`config.mk`:
```
export PLATFORM = sky130hd
export DESIGN_NAME = wts_channel_scheduler
export DESIGN_NICKNAME = d
export VERILOG_FILES = /design/src/rtl/wts_channel_scheduler.sv
export SDC_FILE = /design/constraint.sdc
export NUM_CORES = 1
export LEC_CHECK = 0
export ABC_AREA = 0
export CAP_MARGIN = 10
export CORE_MARGIN = 5
export CORE_UTILIZATION = 54
export DETAILED_ROUTE_END_ITERATION = 8
export PLACE_DENSITY = 0.84
export SYNTH_ARGS = -nofsm -noshare
export SYNTH_HDL_FRONTEND = slang
export SYNTH_SLANG_ARGS = --single-unit
```
`constraint.sdc`:
```
create_clock -name clk -period 6.4 [get_ports clk]
set_input_delay 0.96 -clock clk [delete_from_list [all_inputs] [get_ports clk]]
set_output_delay 0.96 -clock clk [all_outputs]
set_load 0.02 [all_outputs]
```
`src/rtl/wts_channel_scheduler.sv`:
```
// Wave-table channel scheduler: time-slices five channels per frame and grants CPU access outside slots.
// Optional build macro WTS_SCHED_SKIP_DISABLED_EN: disabled channels receive no slot at all.
module wts_channel_scheduler #(
  parameter int SLOT_CYCLES = 4,
  parameter int FRAME_GAP   = 2
) (
  input  logic       clk,
  input  logic       reset,
  input  logic       enable,
  input  logic [4:0] ch_enable,
  input  logic       cpu_req,
  output logic [2:0] active,
  output logic [3:0] phase,
  output logic       slot_valid,
  output logic       acc_clear,
  output logic       frame_done,
  output logic       cpu_ack
);

  localparam logic [3:0] PH_LAST  = 4'(SLOT_CYCLES - 1);
  localparam logic [3:0] GAP_LAST = 4'(FRAME_GAP - 1);
  localparam logic [2:0] NO_CH    = 3'd7;

  typedef enum logic [1:0] {
    IDLE = 2'd0,
    SLOT = 2'd1,
    GAP  = 2'd2
  } state_t;

  state_t     state;
  logic [3:0] gap_cnt;
  logic [4:0] sched_mask;
  logic [3:0] first_ch;
  logic [3:0] succ_ch;
  logic       win_nxt;

  // Lowest scheduled channel at or above 'from'; result is {found, index}.
  function automatic logic [3:0] find_next(input logic [2:0] from, input logic [4:0] mask);
    logic [3:0] r;
    r = {1'b0, NO_CH};
    for (int i = 4; i >= 0; i--) begin
      if (mask[i] && (3'(i) >= from)) r = {1'b1, 3'(i)};
    end
    return r;
  endfunction

`ifdef WTS_SCHED_SKIP_DISABLED_EN
  assign sched_mask = ch_enable;
`else
  assign sched_mask = 5'b11111;
`endif

  // win_nxt: the coming cycle is IDLE or GAP, so a CPU grant may land there.
  always_comb begin
    first_ch = find_next(3'd0, sched_mask);
    succ_ch  = find_next(active + 3'd1, sched_mask);
    win_nxt  = 1'b0;
    case (state)
      IDLE:    win_nxt = !(enable && first_ch[3]);
      SLOT:    win_nxt = (phase == PH_LAST) && !succ_ch[3];
      GAP:     win_nxt = !((gap_cnt == GAP_LAST) && enable && first_ch[3]);
      default: win_nxt = 1'b1;
    endcase
  end

  always_ff @(posedge clk or posedge reset) begin
    if (reset) begin
      state      <= IDLE;
      gap_cnt    <= 4'd0;
      active     <= NO_CH;
      phase      <= 4'd0;
      slot_valid <= 1'b0;
      acc_clear  <= 1'b0;
      frame_done <= 1'b0;
      cpu_ack    <= 1'b0;
    end else begin
      acc_clear  <= 1'b0;
      frame_done <= 1'b0;
      cpu_ack    <= cpu_req && !cpu_ack && win_nxt;
      case (state)
        IDLE: begin
          if (enable) begin
            acc_clear <= 1'b1;
            if (first_ch[3]) begin
              state      <= SLOT;
              active     <= first_ch[2:0];
              phase      <= 4'd0;
              slot_valid <= ch_enable[first_ch[2:0]];
            end else begin
              // Nothing scheduled: the frame collapses to its gap.
              state      <= GAP;
              gap_cnt    <= 4'd0;
              frame_done <= 1'b1;
            end
          end
        end
        SLOT: begin
          if (phase == PH_LAST) begin
            if (succ_ch[3]) begin
              active     <= succ_ch[2:0];
              phase      <= 4'd0;
              slot_valid <= ch_enable[succ_ch[2:0]];
            end else begin
              state      <= GAP;
              gap_cnt    <= 4'd0;
              active     <= NO_CH;
              phase      <= 4'd0;
              slot_valid <= 1'b0;
              frame_done <= 1'b1;
            end
          end else begin
            phase <= phase + 4'd1;
          end
        end
        GAP: begin
          if (gap_cnt == GAP_LAST) begin
            if (enable) begin
              acc_clear <= 1'b1;
              if (first_ch[3]) begin
                state      <= SLOT;
                active     <= first_ch[2:0];
                phase      <= 4'd0;
                slot_valid <= ch_enable[first_ch[2:0]];
              end else begin
                gap_cnt    <= 4'd0;
                frame_done <= 1'b1;
              end
            end else begin
              state <= IDLE;
            end
          end else begin
            gap_cnt <= gap_cnt + 4'd1;
          end
        end
        default: begin
          state      <= IDLE;
          active     <= NO_CH;
          phase      <= 4'd0;
          slot_valid <= 1'b0;
        end
      endcase
    end
  end

  a_no_ack_in_slot: assert property (@(posedge clk) disable iff (reset)
    !(cpu_ack && state == SLOT));
  a_no_back_to_back_ack: assert property (@(posedge clk) disable iff (reset)
    cpu_ack |=> !cpu_ack);

endmodule
```
# Word-level counts from Yosys, hierarchy flattened
# Index checks and enable logic that the tools add are counted.
[totals] ff_bits=17 elab_cells=77
[op_classes] muxes=38 addsub=3 reduce_logical=13 n_eq_ne=9 magnitude_cmp=6
[op_table] operator="$mux W4" n=11
[op_table] operator="$mux W3" n=4
[op_table] operator="$pmux W4 S3" n=1
[op_table] operator="$mux W1" n=11
[op_table] operator="$ne A2 B2 Y1 const B" n=5
[op_table] operator="$pmux W3 S3" n=1
[op_table] operator="$add A4 B1 Y4 const B" n=2
[op_table] operator="$mux W2" n=4
[op_table] operator="$pmux W4 S2" n=1
[op_table] operator="$reduce_and A4 Y1" n=2
[op_table] operator="$ge A1 B3 Y1 const A" n=2
[op_table] operator="$ge A2 B3 Y1 const A" n=2
[op_table] operator="$pmux W1 S3" n=2
[op_table] operator="$pmux W2 S3" n=1
[op_table] operator="$eq A4 B1 Y1 const B" n=1
[op_table] operator="$eq A4 B2 Y1 const B" n=1
[op_table] operator="$logic_and A1 B1 Y1" n=4
[op_table] operator="$logic_not A1 Y1" n=4
[op_table] operator="$lt A3 B4 Y1 const B" n=1
[op_table] operator="$add A3 B1 Y3 const B" n=1
[op_table] operator="$bmux W1 S3" n=1
[op_table] operator="$ge A3 B3 Y1 const A" n=1
[op_table] operator="$eq A2 B1 Y1 const B" n=1
[op_table] operator="$eq A2 B2 Y1 const B" n=1
[op_table] operator="other kinds (4)" n=4

# Longest topological paths before layout
[depth] depth_word=12 depth_mapped=8 depth_no_buf=8

# Least setup slack after synthesis
# No wires, ideal clock.
[synth_timing] path_type="register -> register" startpoint="reg active[1]" endpoint="reg gap_cnt[1]" path_slack_ns=4.223 t_arrival_ns=2.101 stages_incl_launch_ff=8 setup_time_ns=0.076 cell_sequence="dfstp_2 -> inv_1 -> ha_1 -> a21oi_1 -> nand3_1 -> a21boi_2 -> or4b_1 -> o21ai_1"
[synth_between] elab_chain_cells=9
[synth_lines] element="start, declared" line="12" rtl="output logic [2:0] active,"
[synth_lines] element="start signal, assigned" line="86" rtl="active <= first_ch[2:0];"
[synth_lines] element="start signal, assigned" line="100" rtl="active <= succ_ch[2:0];"
[synth_lines] element="start signal, assigned" line="121" rtl="active <= first_ch[2:0];"
[synth_lines] element="$add A3 B1 Y3 (*)" line="56" rtl="succ_ch = find_next(active + 3'd1, sched_mask);"
[synth_lines] element="$ge A3 B3 Y1" line="42" rtl="if (mask[i] && (3'(i) >= from)) r = {1'b1, 3'(i)};"
[synth_lines] element="$mux W4 (4 in a row)" line="42"
[synth_lines] element="$mux W4 (*)" line="42"
[synth_lines] element="$ne A2 B2 Y1 (no line) (*)"
[synth_lines] element="$reduce_and A4 Y1 (no line) (*)"
[synth_lines] element="end signal, assigned" line="132" rtl="gap_cnt <= gap_cnt + 4'd1;"
[synth_lines] element="end, declared" line="31" rtl="logic [3:0] gap_cnt;"
# Mark *: on every way between the ends. The rest lies on a longest branch, timed or not.
# A chain may end at the register's enable or synchronous reset.

# Worst setup path after layout
[layout_timing] startpoint="reg active[2]" endpoint="out active[2]"
# No word-level cell between the ends.

==> metrics.md <==
| Metric | Value |
|---|---|
| Synthesized cell area | `0.001054 mm^2` |
| Commonest cells post-synth | `dfrtp_1 (14), o21ai_0 (12), nand2_1 (11)` |
| Clock skew | `0.002884 ns` |
| Nets | `145` |
| Hold path start | `cpu_ack$_DFF_PP0_` |
| Leakage | `0.5505 nW` |
| Relative slew slack | `57.84%` |
| Filler cells | `160` |
| Hold WC Path Type | `register to register` |
| I/O pin total | `20` |
| Layout Cells excl Fill | `156` |
| Synth cell types | `40` |
| R2R depth | `7` |
| Antenna Nets Post-Route | `0` |
| Max Clock Freq | `377.1 MHz` |
| Rows | `16` |
| Layout cells sized above 1 | `11.63%` |
| Layout area overhead | `21.38%` |
| DR DRC count | `0` |
| Yosys warns | `0` |
| Leading area contributor after synthesis | `dfrtp_1` |
| Critical path launch point type | `register` |
| Crit path max-delay family | `flip-flops` |
| Final setup fails | `0` |
| DP HPWL | `1616 um` |
| Ant. Diodes | `0` |
| Worst Setup End Kind | `output pin` |
| Final hold viol count | `0` |
| #FFs+latches synth | `17` |
| Worst-Margin Slew | `0.6317 ns` |
| First-pass GRT wire length | `3788 um` |
| Die Area | `0.002934 mm^2` |
| Initial antenna violation count | `0` |
| Clock sinks | `17` |
| Crit path cell chain | `clkdlybuf4s50_1` |
| Fin crit share | `41.43%` |
| H-tree levels | `1` |
| Busiest grt layer | `met2` |
| Die Height | `54.17 um` |
| Unrepaired setup endpoints after global routing | `false` |
| Syn avg cell area | `9.577 um^2` |
| WL final | `2244 um` |
| Initial DRC count | `24` |
| Slowest stage delay, CP | `0.72 ns` |
| Hold bufs inserted after CTS | `0` |
| Clk_lat worst skew | `0.31 ns` |
| Sequential fraction of the synthesis area | `40.74%` |
| Max VDD drop | `0.3341 mV` |
| Die width | `54.17 um` |
| Crit path required time | `5.44 ns` |
| Largest net degree at the start of global routing | `18` |
| Vias per inst | `5.718` |
| Critical R2R Capture | `slot_valid$_DFFE_PP0P_` |
| Status | `finished, final reports clean` |
| Final Slew Violations | `0` |
| Count leader, synth | `dfrtp_1` |
| Post-CTS setup buffers | `0` |
| Slowest CP cell | `dfstp_2` |
| Via count | `892` |
| Input/output buffers | `19` |
| Vias in the first global route | `856` |
| Dpl cells | `152` |
| Crit path DAT | `1.69 ns` |
| Clock-pin slew on the worst setup and hold paths | `0.11 ns` |
| GR Layer Usage met3 | `4.709%` |
| Root Driver | `clkbuf_4` |
| Met2 Use GR | `28.09%` |
| Async S/R FF share, synth | `100.0%` |
| Pwr/cell area | `525.2 mW/mm^2` |
| Count of maximum capacitance violations | `0` |
| Hold Path End | `cpu_ack$_DFF_PP0_` |
| Worst Path Buf+Inv | `1` |
| Synth Instances | `110` |
| Setup TNS | `0 ns` |
| Hold path depth | `1` |
| CP Class | `register to output pin` |
| Initial Util | `55.39%` |
| R2r setup slk | `3.98 ns` |
| Final GP Congestion | `0.7677` |
| Met1 Use GR | `23.21%` |
| Min cycle time layout | `2.652 ns` |
| Inserted Clock Buffers | `3` |
| CTS resizes | `0` |
| Top_reg_cell synth | `dfrtp_1` |
| CTS tree | `done` |
| Post-synth net total | `125` |
| Crit path max fanout | `12` |
| Largest cells by area after synthesis | `dfrtp_1 (33%), dfstp_2 (7.5%), ha_1 (7.1%)` |
| Core Footprint | `0.001902 mm^2` |
| Gr ovfl total | `0` |
| CTS max path bufs | `2` |
| Number of synthesized flops with an enable pin | `0` |
| Routed len/inst | `14.38 um` |
| DR pass1 iterations | `5` |
| Worst r2r src | `active[0]$_DFFE_PP1P_` |
| Overall Global Routing Usage | `17.89%` |
| Synth top area share | `33.25%` |
==> cells by family after synthesis <==
logic type / synth area share [%]
AO/OA/AOI/OAI: 20.07
multiplexers: 5.701
AND/OR/NAND/NOR: 16.75
adder cells (fa/ha/maj): 7.126
XOR/XNOR: 4.276
buffers and inverters: 5.345
flip-flops: 40.74
==> sequential cells by signal, indices dropped and copies added, names as in the netlist <==
name / count
frame_done: 1
phase: 4
active: 3
slot_valid: 1
cpu_ack: 1
state: 2
gap_cnt: 4
acc_clear: 1
==> where the power goes <==
group,internal [W],switching (W),leakage (nW)
Clock,0.0000234,0.0000380,0.0177
Combinational,0.000183,0.000222,0.318
Sequential,0.000149,0.0000563,0.215
Total,0.000355,0.000316,0.550
==> layout by cell type (no fill, tap or decap), drive strengths merged, types with 3 or more instances in the layout <==
master | Yosys | routed
nand2b | 3 | 3
clkbuf | 2 | 3
o21ai | 15 | 15
clkdlybuf4s50 | 0 | 19
nor2 | 8 | 8
dfstp | 3 | 3
ha | 6 | 6
nand4 | 3 | 3
mux2i | 3 | 3
dfrtp | 14 | 14
inv | 8 | 8
nand2 | 11 | 11
xor2 | 3 | 3
a21oi | 5 | 5
==> layout make-up <==
type,instances,area (um^2),share of cell area [%]
Sequential cell,17,429.2,33.56
Inverter,8,30.03,2.348
Multi-Input combinational cell,81,568.0,44.42
Clock inverter,1,5.005,0.3914
Clock buffer,3,22.52,1.761
Timing Repair Buffer,19,190.2,14.87
Tap cell,27,33.78,2.642
==> stage by stage <==
step                util (%)  instance area, um^2  hold slack (ns)  power (W)  setup slack [ns]
floorplan                  -                 1054           0.5025  0.0005023             4.223
finish                 67.24                 1279           0.4420  0.0006716             3.748
detailed placement     65.79                 1251           0.4351  0.0006052             3.952
CTS                    67.24                 1279           0.4445  0.0006701             3.752
global placement       65.79                 1251           0.4208  0.0005929             4.034
global route           67.24                 1279           0.4744  0.0007264             3.709
==> how the worst max path moves through the flow <==
stage / start / to / slack, ns / depth (start not counted)
after floorplan: active[1]$_DFFE_PP1P_ / gap_cnt[1]$_DFFE_PP0P_ / 4.22 / 7
after global placement: enable / slot_valid$_DFFE_PP0P_ / 4.03 / 6
after detailed placement: enable / slot_valid$_DFFE_PP0P_ / 3.95 / 6
after CTS: active[2]$_DFFE_PP1P_ / active[2] / 3.75 / 1
after global routing: active[2]$_DFFE_PP1P_ / active[2] / 3.71 / 1
final: active[2]$_DFFE_PP1P_ / active[2] / 3.75 / 1
==> metal layers <==
layer	share of wire, %	routed length [um]
met1	46	1033
met2	45	1016
met3	6.5	146
met4	2.1	48
met5	0	0
==> worst reg2reg max path: cells and delay by family (launching register included) <==
family / cells / cell delay, ns
flip-flops: 1 / 0.66
AO/OA/AOI/OAI: 3 / 0.65
multiplexers: 2 / 0.45
adder cells (fa/ha/maj): 1 / 0.44
buffers and inverters: 1 / 0.16
Note: power is estimated with default switching activity, not from simulation.
